--- src/rtl/tick_scheduler.sv ---
// tick_scheduler: three-channel clock divider with a start/stop sequencer.
//
// Each channel i produces a 50% duty square wave of period DIVi clk cycles on
// div_out_o[i] and a one-cycle tick_o[i] pulse in the first cycle the wave is
// high. A stop request lets every channel finish its current high half and
// park at the start of a low half before the block returns to idle, so no high
// pulse is ever cut short.
//
// Ports:
//   clk_i          clock, all state on the rising edge
//   rst_ni         asynchronous active-low reset
//   start_i        one-cycle request to begin generation
//   stop_i         one-cycle request to end generation cleanly
//   div_out_o[2:0] divided square waves
//   tick_o[2:0]    one-cycle pulse per rising edge of div_out_o[i]
//   busy_o         high whenever the sequencer is not idle
//   run_cycles_o   (only with TICK_SCHED_CNT_EN defined) saturating count of
//                  clk edges spent in the run state
//
// Configuration macro: TICK_SCHED_CNT_EN adds run_cycles_o and its counter.

module tick_scheduler #(
  parameter int unsigned DIV0  = 2,
  parameter int unsigned DIV1  = 4,
  parameter int unsigned DIV2  = 8,
  parameter int unsigned CNT_W = 8
) (
  input  logic        clk_i,
  input  logic        rst_ni,
  input  logic        start_i,
  input  logic        stop_i,
  output logic [2:0]  div_out_o,
  output logic [2:0]  tick_o,
  output logic        busy_o
`ifdef TICK_SCHED_CNT_EN
  ,
  output logic [15:0] run_cycles_o
`endif
);

  typedef enum logic [1:0] {StIdle, StArm, StRun, StDrain} state_e;

  // Terminal count of each half-period counter.
  localparam int unsigned HalfM1 [3] = '{DIV0 / 2 - 1, DIV1 / 2 - 1, DIV2 / 2 - 1};

  state_e           state_q;
  logic [CNT_W-1:0] cnt_q [3];
  logic [2:0]       div_q;
  logic [2:0]       tick_q;
  logic             busy_q;

  logic [2:0] wrap;    // counter at terminal count: wraps and toggles this edge
  logic [2:0] frozen;  // channel parked at the start of a low half
  logic [2:0] adv;     // channel advances on this edge

  always_comb begin
    wrap   = '0;
    frozen = '0;
    for (int i = 0; i < 3; i++) begin
      wrap[i]   = (cnt_q[i] == CNT_W'(HalfM1[i]));
      frozen[i] = ~div_q[i] && (cnt_q[i] == '0);
    end
  end

  always_comb begin
    adv = '0;
    if (state_q == StRun) begin
      adv = '1;
    end else if (state_q == StDrain) begin
      adv = ~frozen;
    end
  end

`ifdef TICK_SCHED_CNT_EN
  logic [15:0] run_cycles_q;
`endif

  always_ff @(posedge clk_i or negedge rst_ni) begin
    if (!rst_ni) begin
      state_q <= StIdle;
      for (int i = 0; i < 3; i++) begin
        cnt_q[i] <= '0;
      end
      div_q  <= '0;
      tick_q <= '0;
      busy_q <= 1'b0;
`ifdef TICK_SCHED_CNT_EN
      run_cycles_q <= '0;
`endif
    end else begin
      tick_q <= '0;

      for (int i = 0; i < 3; i++) begin
        if (adv[i]) begin
          cnt_q[i]  <= wrap[i] ? '0 : cnt_q[i] + CNT_W'(1);
          div_q[i]  <= div_q[i] ^ wrap[i];
          tick_q[i] <= wrap[i] & ~div_q[i];
        end
      end

      case (state_q)
        StIdle: begin
          // Stop wins over a simultaneous start.
          if (start_i && !stop_i) begin
            state_q <= StArm;
            busy_q  <= 1'b1;
          end
        end

        StArm: begin
          for (int i = 0; i < 3; i++) begin
            cnt_q[i] <= '0;
          end
          div_q <= '0;
`ifdef TICK_SCHED_CNT_EN
          run_cycles_q <= '0;
`endif
          if (stop_i) begin
            state_q <= StIdle;
            busy_q  <= 1'b0;
          end else begin
            state_q <= StRun;
          end
        end

        StRun: begin
`ifdef TICK_SCHED_CNT_EN
          if (run_cycles_q != 16'hFFFF) begin
            run_cycles_q <= run_cycles_q + 16'd1;
          end
`endif
          // start is ignored here; only stop matters.
          if (stop_i) begin
            state_q <= StDrain;
          end
        end

        StDrain: begin
          if (&frozen) begin
            state_q <= StIdle;
            busy_q  <= 1'b0;
          end
        end

        default: begin
          state_q <= StIdle;
          busy_q  <= 1'b0;
        end
      endcase
    end
  end

  assign div_out_o = div_q;
  assign tick_o    = tick_q;
  assign busy_o    = busy_q;
`ifdef TICK_SCHED_CNT_EN
  assign run_cycles_o = run_cycles_q;
`endif

endmodule

--- config.mk ---
export PLATFORM = sky130hd
export DESIGN_NAME = tick_scheduler
export DESIGN_NICKNAME = d
export VERILOG_FILES = /design/src/rtl/tick_scheduler.sv
export SDC_FILE = /design/constraint.sdc
export NUM_CORES = 1
export LEC_CHECK = 0
export BUFFER_PORTS_ARGS = -buffer_cell sky130_fd_sc_hd__buf_2
export CAP_MARGIN = 20
export CELL_PAD_IN_SITES_DETAIL_PLACEMENT = 0
export CELL_PAD_IN_SITES_GLOBAL_PLACEMENT = 1
export CORE_MARGIN = 4
export CORE_UTILIZATION = 30
export DETAILED_ROUTE_END_ITERATION = 10
export PLACE_DENSITY_LB_ADDON = 0.1
export SLEW_MARGIN = 20
export SYNTH_ARGS = -nofsm -noshare
export SYNTH_HDL_FRONTEND = slang
export SYNTH_SLANG_ARGS = --single-unit
--- constraint.sdc ---
create_clock -name clk_i -period 2.6 [get_ports clk_i]
set_clock_uncertainty 0.2 [all_clocks]
set_input_delay 0.13 -clock clk_i [delete_from_list [all_inputs] [get_ports clk_i]]
set_output_delay 0.13 -clock clk_i [all_outputs]
set_load 0.02 [all_outputs]
After elaboration in Yosys (flattened, before gate mapping)
Cells that the tools add are included.
{"block": "classes", "n_addsub": 3, "n_eq_ne": 9, "muxes": 25, "bitwise": 10, "reduce_logical": 16}
{"op": "$mux W8", "n": 6}
{"op": "$add A8 B1 Y8 const B", "n": 3}
{"op": "$logic_not A8 Y1", "n": 3}
{"op": "$mux W24", "n": 1}
{"op": "$mux W1", "n": 9}
{"op": "$mux W3", "n": 3}
{"op": "$eq A8 B1 Y1 const B", "n": 1}
{"op": "$eq A8 B2 Y1 const B", "n": 1}
{"op": "$mux W2", "n": 4}
{"op": "$pmux W2 S4", "n": 1}
{"op": "$ne A2 B2 Y1 const B", "n": 3}
{"op": "$reduce_and A3 Y1", "n": 2}
{"op": "$reduce_bool A2 Y1", "n": 3}
{"op": "$eq A2 B2 Y1 const B", "n": 2}
{"op": "$logic_and A1 B1 Y1", "n": 4}
{"op": "$reduce_and A4 Y1", "n": 1}
{"op": "$and A1 B1 Y1", "n": 3}
{"op": "$not A1 Y1", "n": 3}
{"op": "$not A3 Y3", "n": 1}
{"op": "$pmux W1 S3", "n": 1}
{"op": "$reduce_bool A3 Y1", "n": 1}
{"op": "$xor A1 B1 Y1", "n": 3}
{"op": "$eq A2 B1 Y1 const B", "n": 1}
{"op": "$logic_not A2 Y1", "n": 1}
{"op": "2 further kinds", "n": 2}
{"block": "word_totals", "reg_bits": 33, "wordCells": 72}

Depth between registers and ports, before layout
Gate-level depths: netlist of run 1.
{"block": "depth", "word_depth": 7, "depth_mapped": 10, "mapped_depth_nobuf": 9}

Worst setup path after synthesis of run 1
Ideal clock, no wire load.
{"block": "synth_path", "path_type": "reg2reg", "from": "reg cnt_q[16] in the netlist's numbering", "to": "reg cnt_q[21] in the netlist's numbering", "setup_ns": 0.128, "arrival_time_ns": 2.208, "t_required_ns": 2.272, "slack_ns": 0.064, "path_stages_with_launch": 11, "n_path_buf": 1, "synth_period_minus_slack_ns": 2.536, "path_cell_list": "dfrtp_1 inv_1 ha_1 or4b_2 nor4_1 ha_1 and3_1 clkbuf_1 nor4_1 xnor2_1 nor2_1"}
{"block": "synth_via", "elab_chain_cells": 6, "word_cells_on_any_way": 10, "cone_classes": "1 x add/sub; 5 x mux; 1 x bitwise; 3 x reduce/logical"}
{"item": "start, declared", "line_no": "47", "text": "logic [CNT_W-1:0] cnt_q [3];"}
{"item": "start signal, assigned by index", "line_no": "95", "text": "cnt_q[i] <= wrap[i] ? '0 : cnt_q[i] + CNT_W'(1);"}
{"item": "branches (longest 6 deep; another with $add A8 B1 Y8)"}
Several ways; the timed one is not identified. The select of a mux whose other input is x is not followed.
A chain may end at the register's enable or synchronous reset.

Final worst setup path of run 1
{"block": "layout_path", "from": "reg cnt_q[5] in the netlist's numbering", "to": "reg div_q[2] (netlist: div_out_o[2])"}
{"block": "layout_via", "elab_chain_cells": 6, "word_cells_on_any_way": 10, "cone_classes": "1 x eq/ne; 4 x mux; 2 x bitwise; 3 x reduce/logical"}
{"item": "$logic_not A8 Y1", "line_no": "61", "text": "frozen[i] = ~div_q[i] && (cnt_q[i] == '0);"}
{"item": "$logic_and A1 B1 Y1", "line_no": "61"}
{"item": "$not A3 Y3", "line_no": "70", "text": "adv = ~frozen;"}
{"item": "$mux W3", "line_no": "69", "text": "end else if (state_q == StDrain) begin"}
{"item": "$mux W3", "line_no": "67", "text": "if (state_q == StRun) begin"}
{"item": "$reduce_bool A2 Y1 (no line)"}
{"item": "end signal, assigned by index", "line_no": "96", "text": "div_q[i] <= div_q[i] ^ wrap[i];"}
{"item": "end, declared", "line_no": "48", "text": "logic [2:0] div_q;"}
Several ways; a longest one is shown, not always the timed one. The select of a mux whose other input is x is not followed.

==> results.json, run 1 <==
{
  "die_h_um": 89.4,
  "maxSlewHeadroom_pct": 47.8,
  "grt_use_met2_pct": 20.3,
  "fin_crit_sh_pct": 88.6,
  "cp_top_family": "simple AND/OR/NAND/NOR gates",
  "cp.depth": 4,
  "htree_num_levels": 2,
  "grt_setup_unrepaired": "false",
  "ys.flop_type": "dfrtp_1",
  "gr-usage-all-layers_pct": 13.7,
  "period_needed_ns": 2.30,
  "pwr-share-seq_pct": 35.4,
  "syn_nets": 243,
  "finalSetupViolCount": 0,
  "wl_mm": 4.87,
  "tightestPinTransition_ns": 0.784,
  "cp_cell_sequence": "or4_1 -> nor4_1 -> ha_1 -> o32ai_1",
  "root_buffer": "clkbuf_8",
  "syn_inst": 229,
  "port_buffers": 10,
  "grt_max_degree": 34,
  "dr.pass1.iters": 4,
  "reg2regPathDepth": 4,
  "synth-edff-count": 0,
  "overflow": 0,
  "p_clk_share_pct": 23.1,
  "drt_iter0_drc": 52,
  "p_switching_uw": 846,
  "critPathSlowestCell": "or4_1",
  "multi_input_area_um2": 1090,
  "die_w_um": 89.4,
  "p_sw_share_pct": 38.6,
  "clkTransAtPathRegs_ns": 0.07,
  "fin_nets": 263,
  "die_area_um2": 7990,
  "p_int_mw": 1.34,
  "vias": 1687,
  "syn_to_final_growth_pct": 17.6,
  "fill_cells": 676,
  "tns_ns": 0,
  "slowest_delay_ns": 0.69,
  "drive_above_1_share_pct": 16.0,
  "register_area_um2": 826,
  "insertion_delay_ns": 0.28,
  "met1_usage_pct": 19.8,
  "yosysSeqAreaShare_pct": 41.5,
  "synth.distinct_cells": 46,
  "cts_setup_buffers": 0,
  "grt_pass1_wl_mm": 8.53,
  "busiest_layer": "met2",
  "fmax_mhz": 434,
  "ys_warn_count": 0,
  "cts_tree": "done",
  "hpwlAfterDp_mm": 3.40,
  "cp_max_fo": 9,
  "wl_per_cell_um": 14.9,
  "grt_pass1_vias": 1670,
  "drc": 0,
  "cap_violations": 0,
  "path_class": "register to register",
  "antenna_found_initial": 0,
  "p_comb_share_pct": 41.5,
  "viasPerCell": 5.16,
  "drtAntennaViolNets": 0,
  "status": "finished, final reports clean",
  "ioPinCount": 11,
  "core_area_um2": 6390,
  "start_util_pct": 31.1,
  "crit_arrival_ns": 2.28,
  "cts_sinks": 33,
  "required_ns": 2.58,
  "total_power_mw": 2.19,
  "async_flop_share_pct": 100,
  "clk_path_buf_depth": 2,
  "startpoint_type": "register",
  "timing.hold.ws_ns": 0.0426,
  "hold_class": "input pin to register",
  "power.density_nw_per_um2": 937,
  "diodes": 0,
  "rows": 29,
  "ys_ff_latch": 33,
  "cp-end-kind": "register",
  "gp_congestion": 0.750,
  "holdPathStages": 4,
  "cts_made_buffers": 5,
  "drv_slew": 0,
  "ff2ff_setup_slack_ns": 0.30,
  "use_met3_pct": 2.76,
  "netlist_area_um2": 1990,
  "peakVddDrop_uv": 504,
  "avgSynthCellArea_um2": 8.68,
  "timing.final.hold_violations": 0,
  "leakage_nw": 1.06,
  "critPathBufInv": 0
}
worst paths after layout:
path,startpoint,endpoint
worst max-delay path,cnt_q[5],div_out_o[2]
worst min-delay path,start_i,busy_o
worst max register to register,cnt_q[5],div_out_o[2]
worst min register to register,cnt_q[6],cnt_q[6]
max in group asynchronous,rst_ni,tick_o[0]
min in group asynchronous,rst_ni,cnt_q[8]
worst register-to-register path, stage by stage (launching register included):
cell	delay, ns
dfrtp_1	0.42
or4_1	0.69
nor4_1	0.31
ha_1	0.31
o32ai_1	0.27
layer usage:
layer / up-vias / wire length (um)
met5: - / 0
met4: 0 / 57
met3: 4 / 134
met2: 21 / 2110
met1: 797 / 2560
li1: 865 / -
cells in the final DEF (no fill, tap or decap), types with 3 or more instances in the layout:
cell and instances:
a21oi_1 6, nand3_1 18, nand4_1 3, o21ai_0 18, dfrtp_1 33, inv_1 15, xnor2_1 7, and3_1 4
buf_2 10, or2_2 3, buf_4 11, a211oi_1 3, ha_1 9, nor2_1 16, or4_1 3, nor4_1 4
clkbuf_8 6, nor3_1 5, nand2_1 27, or3_1 4, o211ai_1 4, a31oi_1 3
registers in the layout, indices dropped and copies added (netlist names), named ones only:
signal	flops
busy_o	1
cnt_q	24
div_out_o	3
state_q	1
tick_o	3
what timing repair did:
item                                    4_1_cts  5_1_grt
endpoints found under the setup margin        0        8
hold endpoints to repair                     36        0
resized for setup                             0        6
hold buffers                                  2        0
final cells by class:
type                    count  share of cell area, %
multi-input cells         171                   46.6
flip-flops and latches     33                   35.3
repair buffers             23                   6.53
well taps                  77                   4.12
clock buffers               7                   3.69
inverters                  15                   2.41
clock inverters             1                   1.28
cells by family (layout without fill, tap and decap cells):
| family | count (synthesis) | count (layout) | synth area share, % |
|---|---|---|---|
| mux | 2 | 2 | 1.01 |
| simple gates | 101 | 101 | 26.1 |
| compound gates | 51 | 51 | 17.1 |
| flops | 33 | 33 | 41.5 |
| buf+inv | 25 | 46 | 4.97 |
| fa+ha+maj | 10 | 10 | 6.29 |
| xor+xnor | 7 | 7 | 3.08 |
synth_stat cells (2+ instances only):
library cell,instances,share of area (%)
mux2i_1,2,1.0
o31ai_1,2,0.75
nand4_1,3,0.94
or2_2,3,0.94
o211ai_1,4,1.5
a31oi_1,3,0.94
nor3b_1,2,0.75
nor4_1,5,1.6
a21oi_1,6,1.5
nand2_1,27,5.1
or4b_2,2,1.0
inv_1,15,2.8
ha_1,10,6.3
and2_1,2,0.63
o41ai_1,2,0.88
a22o_1,2,0.88
nand3_1,18,4.5
and3_1,5,1.6
xnor2_1,7,3.1
clkbuf_1,7,1.3
a211oi_1,3,1.1
or3_1,4,1.3
nor4b_1,2,0.88
dfrtp_1,33,42
nor2_1,16,3.0
nor3_1,5,1.3
or4_1,3,1.1
o21ai_0,18,4.5
power groups by stage:
stage,registers [mW],clock network (mW),logic [mW]
floorplan,0.797,0,0.605
global placement,0.785,0,0.897
CTS,0.776,0.526,0.907
finish,0.774,0.505,0.910
global route,0.804,0.548,1.06
detailed placement,0.783,0,0.902
through the flow:
stage / cell area, um^2 / setup slack [ns] / instances / utilization (%)
2_1_floorplan: 1990 / 0.0637 / 229 / -
3_3_place_gp: 2170 / 0.112 / 317 / 34.1
3_5_place_dp: 2170 / 0.0383 / 317 / 34.1
4_1_cts: 2310 / 0.0223 / 327 / 36.2
5_1_grt: 2340 / 0.104 / 327 / 36.6
6_report: 2340 / 0.295 / 327 / 36.6
(Power assumes the default switching activity.)
==> run 2, diff against run 1 <==
--- a/config.mk
+++ b/config.mk
@@ -5,13 +5,13 @@
 export SDC_FILE = /design/constraint.sdc
 export NUM_CORES = 1
 export LEC_CHECK = 0
-export BUFFER_PORTS_ARGS = -buffer_cell sky130_fd_sc_hd__buf_2
 export CAP_MARGIN = 20
 export CELL_PAD_IN_SITES_DETAIL_PLACEMENT = 0
 export CELL_PAD_IN_SITES_GLOBAL_PLACEMENT = 1
 export CORE_MARGIN = 4
 export CORE_UTILIZATION = 30
 export DETAILED_ROUTE_END_ITERATION = 10
+export DONT_BUFFER_PORTS = 1
 export PLACE_DENSITY_LB_ADDON = 0.1
 export SLEW_MARGIN = 20
 export SYNTH_ARGS = -nofsm -noshare
==> run 2 against run 1 <==
Against the previous run:
- global-route usage grew 0.48 points
- critical endpoint is now cnt_q[0]
- sequential power grew 5.3%
- non-clock buffer count shrank 8
- total power shrank 7.0%
- worst hold slack gained 0.045 ns
- critical path type unchanged
- flip-flop and latch count is the same
- sequential share of layout area grew 0.87 points
- combinational power shrank 7.9%
- largest power group unchanged
- critical path depth shrank 1
- cell count shrank 2.4%
==> results.json, run 2 (same netlist as run 1, synthesis figures left out) <==
{
  "drt_iter0_drc": 63,
  "cts_sinks": 33,
  "grt_pass1_wl_mm": 8.65,
  "tns_ns": 0,
  "grt_pass1_vias": 1590,
  "hpwlAfterDp_mm": 3.46,
  "timing.final.hold_violations": 0,
  "dr.pass1.iters": 4,
  "overflow": 0,
  "wl_per_cell_um": 15.6,
  "root_buffer": "clkbuf_8",
  "gp_congestion": 0.716,
  "finalSetupViolCount": 0,
  "hold_class": "input pin to asynchronous set/reset pin",
  "core_area_um2": 6390,
  "fin_nets": 255,
  "grt_max_degree": 34,
  "fmax_mhz": 431,
  "clk_path_buf_depth": 2,
  "cts_made_buffers": 5,
  "tightestPinTransition_ns": 0.750,
  "leakage_nw": 1.01,
  "largest-register": "cnt_q",
  "layout_commonest_cell": "dfrtp_1",
  "drive_above_1_share_pct": 12.0,
  "syn_to_final_growth_pct": 14.7,
  "rows": 29,
  "multi_input_area_um2": 1090,
  "peakVddDrop_uv": 486,
  "cts_tree": "done",
  "htree_num_levels": 2,
  "wl_mm": 4.99,
  "clkTransAtPathRegs_ns": 0.07,
  "status": "finished, final reports clean",
  "path_class": "register to register",
  "cp_max_fo": 9,
  "required_ns": 2.57,
  "port_buffers": 0,
  "cts_setup_buffers": 0,
  "cp-end-kind": "register",
  "power.density_nw_per_um2": 892,
  "antenna_found_initial": 0,
  "die_h_um": 89.4,
  "total_power_mw": 2.03,
  "grt_setup_unrepaired": "false",
  "fin_crit_sh_pct": 89.3,
  "die_w_um": 89.4,
  "largest_register_ffs": 24,
  "cap_violations": 0,
  "drc": 0,
  "period_needed_ns": 2.32,
  "viasPerCell": 5.18,
  "startpoint_type": "register",
  "fill_cells": 665,
  "crit_arrival_ns": 2.29,
  "drtAntennaViolNets": 0,
  "vias": 1651,
  "drv_slew": 0,
  "final_cell_mix": "dfrtp_1 (33), nand2_1 (27), o21ai_0 (18), nand3_1 (18), nor2_1 (16)",
  "start_util_pct": 31.1,
  "ff2ff_setup_slack_ns": 0.28,
  "die_area_um2": 7990,
  "ioPinCount": 11,
  "post-route-util_pct": 35.7,
  "insertion_delay_ns": 0.28,
  "maxSlewHeadroom_pct": 49.8,
  "diodes": 0,
  "gr-usage-all-layers_pct": 14.2,
  "register_area_um2": 826
}
run 2: cell count changes in the layout (fill, tap and decap cells not counted), sizes merged:
cell / before / now
bufinv: 1 / 0
buf: 21 / 12
dlygate4sd3: 2 / 3
clkbuf: 7 / 8
run 2: cell type report:
type / count / area share, %
Sequential cell: 33 / 36.2
Timing Repair Buffer: 15 / 5.81
Clock buffer: 8 / 3.51
Inverter: 15 / 2.47
Tap cell: 77 / 4.22
Multi-Input combinational cell: 171 / 47.8
run 2: per-stage QoR:
stage	hold WS (ns)	setup slack, ns	instances	area [um^2]
finish	0.0875	0.279	319	2280
global route	0.114	0.105	319	2280
CTS	0.0918	0.0453	319	2260
detailed placement	-0.364	0.00596	307	2120
global placement	-0.364	0.0534	307	2120
floorplan	-0.366	0.0637	229	1990
run 2: final timing paths:
| kind | from | end | depth (start not counted) |
|---|---|---|---|
| max | cnt_q[5] | cnt_q[0] | 3 |
| min | rst_ni | cnt_q[14] | 2 |
| max reg2reg | cnt_q[5] | cnt_q[0] | 3 |
| min reg2reg | cnt_q[12] | cnt_q[12] | 1 |
| max in group asynchronous | rst_ni | busy_o | 2 |
| min in group clk_i | cnt_q[12] | cnt_q[12] | 1 |
run 2: routing by layer:
layer	GRT usage [%]	up-vias	wire, um	part of all wire [%]
li1	-	859	-	-
met1	20.8	765	2610	52
met2	20.2	21	2130	43
met3	4.24	6	203	4.1
met4	3.65	0	49	0.98
met5	0	-	0	0
run 2: what timing repair did:
action | in CTS | in global routing
resized for setup | 1 | 5
hold endpoints to repair | 36 | 0
endpoints found under the setup margin | 5 | 8
hold buffers | 4 | 0
gates cloned | 0 | 0
run 2: critical path, stage by stage, from the launching register on:
cell and delay [ns]:
dfrtp_1 0.43, or4_1 0.71, or4_1 0.51, a311o_1 0.35
run 2: where the power goes:
group / switching, mW / internal (mW) / total, mW
clock network: 0.191 / 0.190 / 0.382
logic: 0.456 / 0.382 / 0.838
registers: 0.185 / 0.631 / 0.815
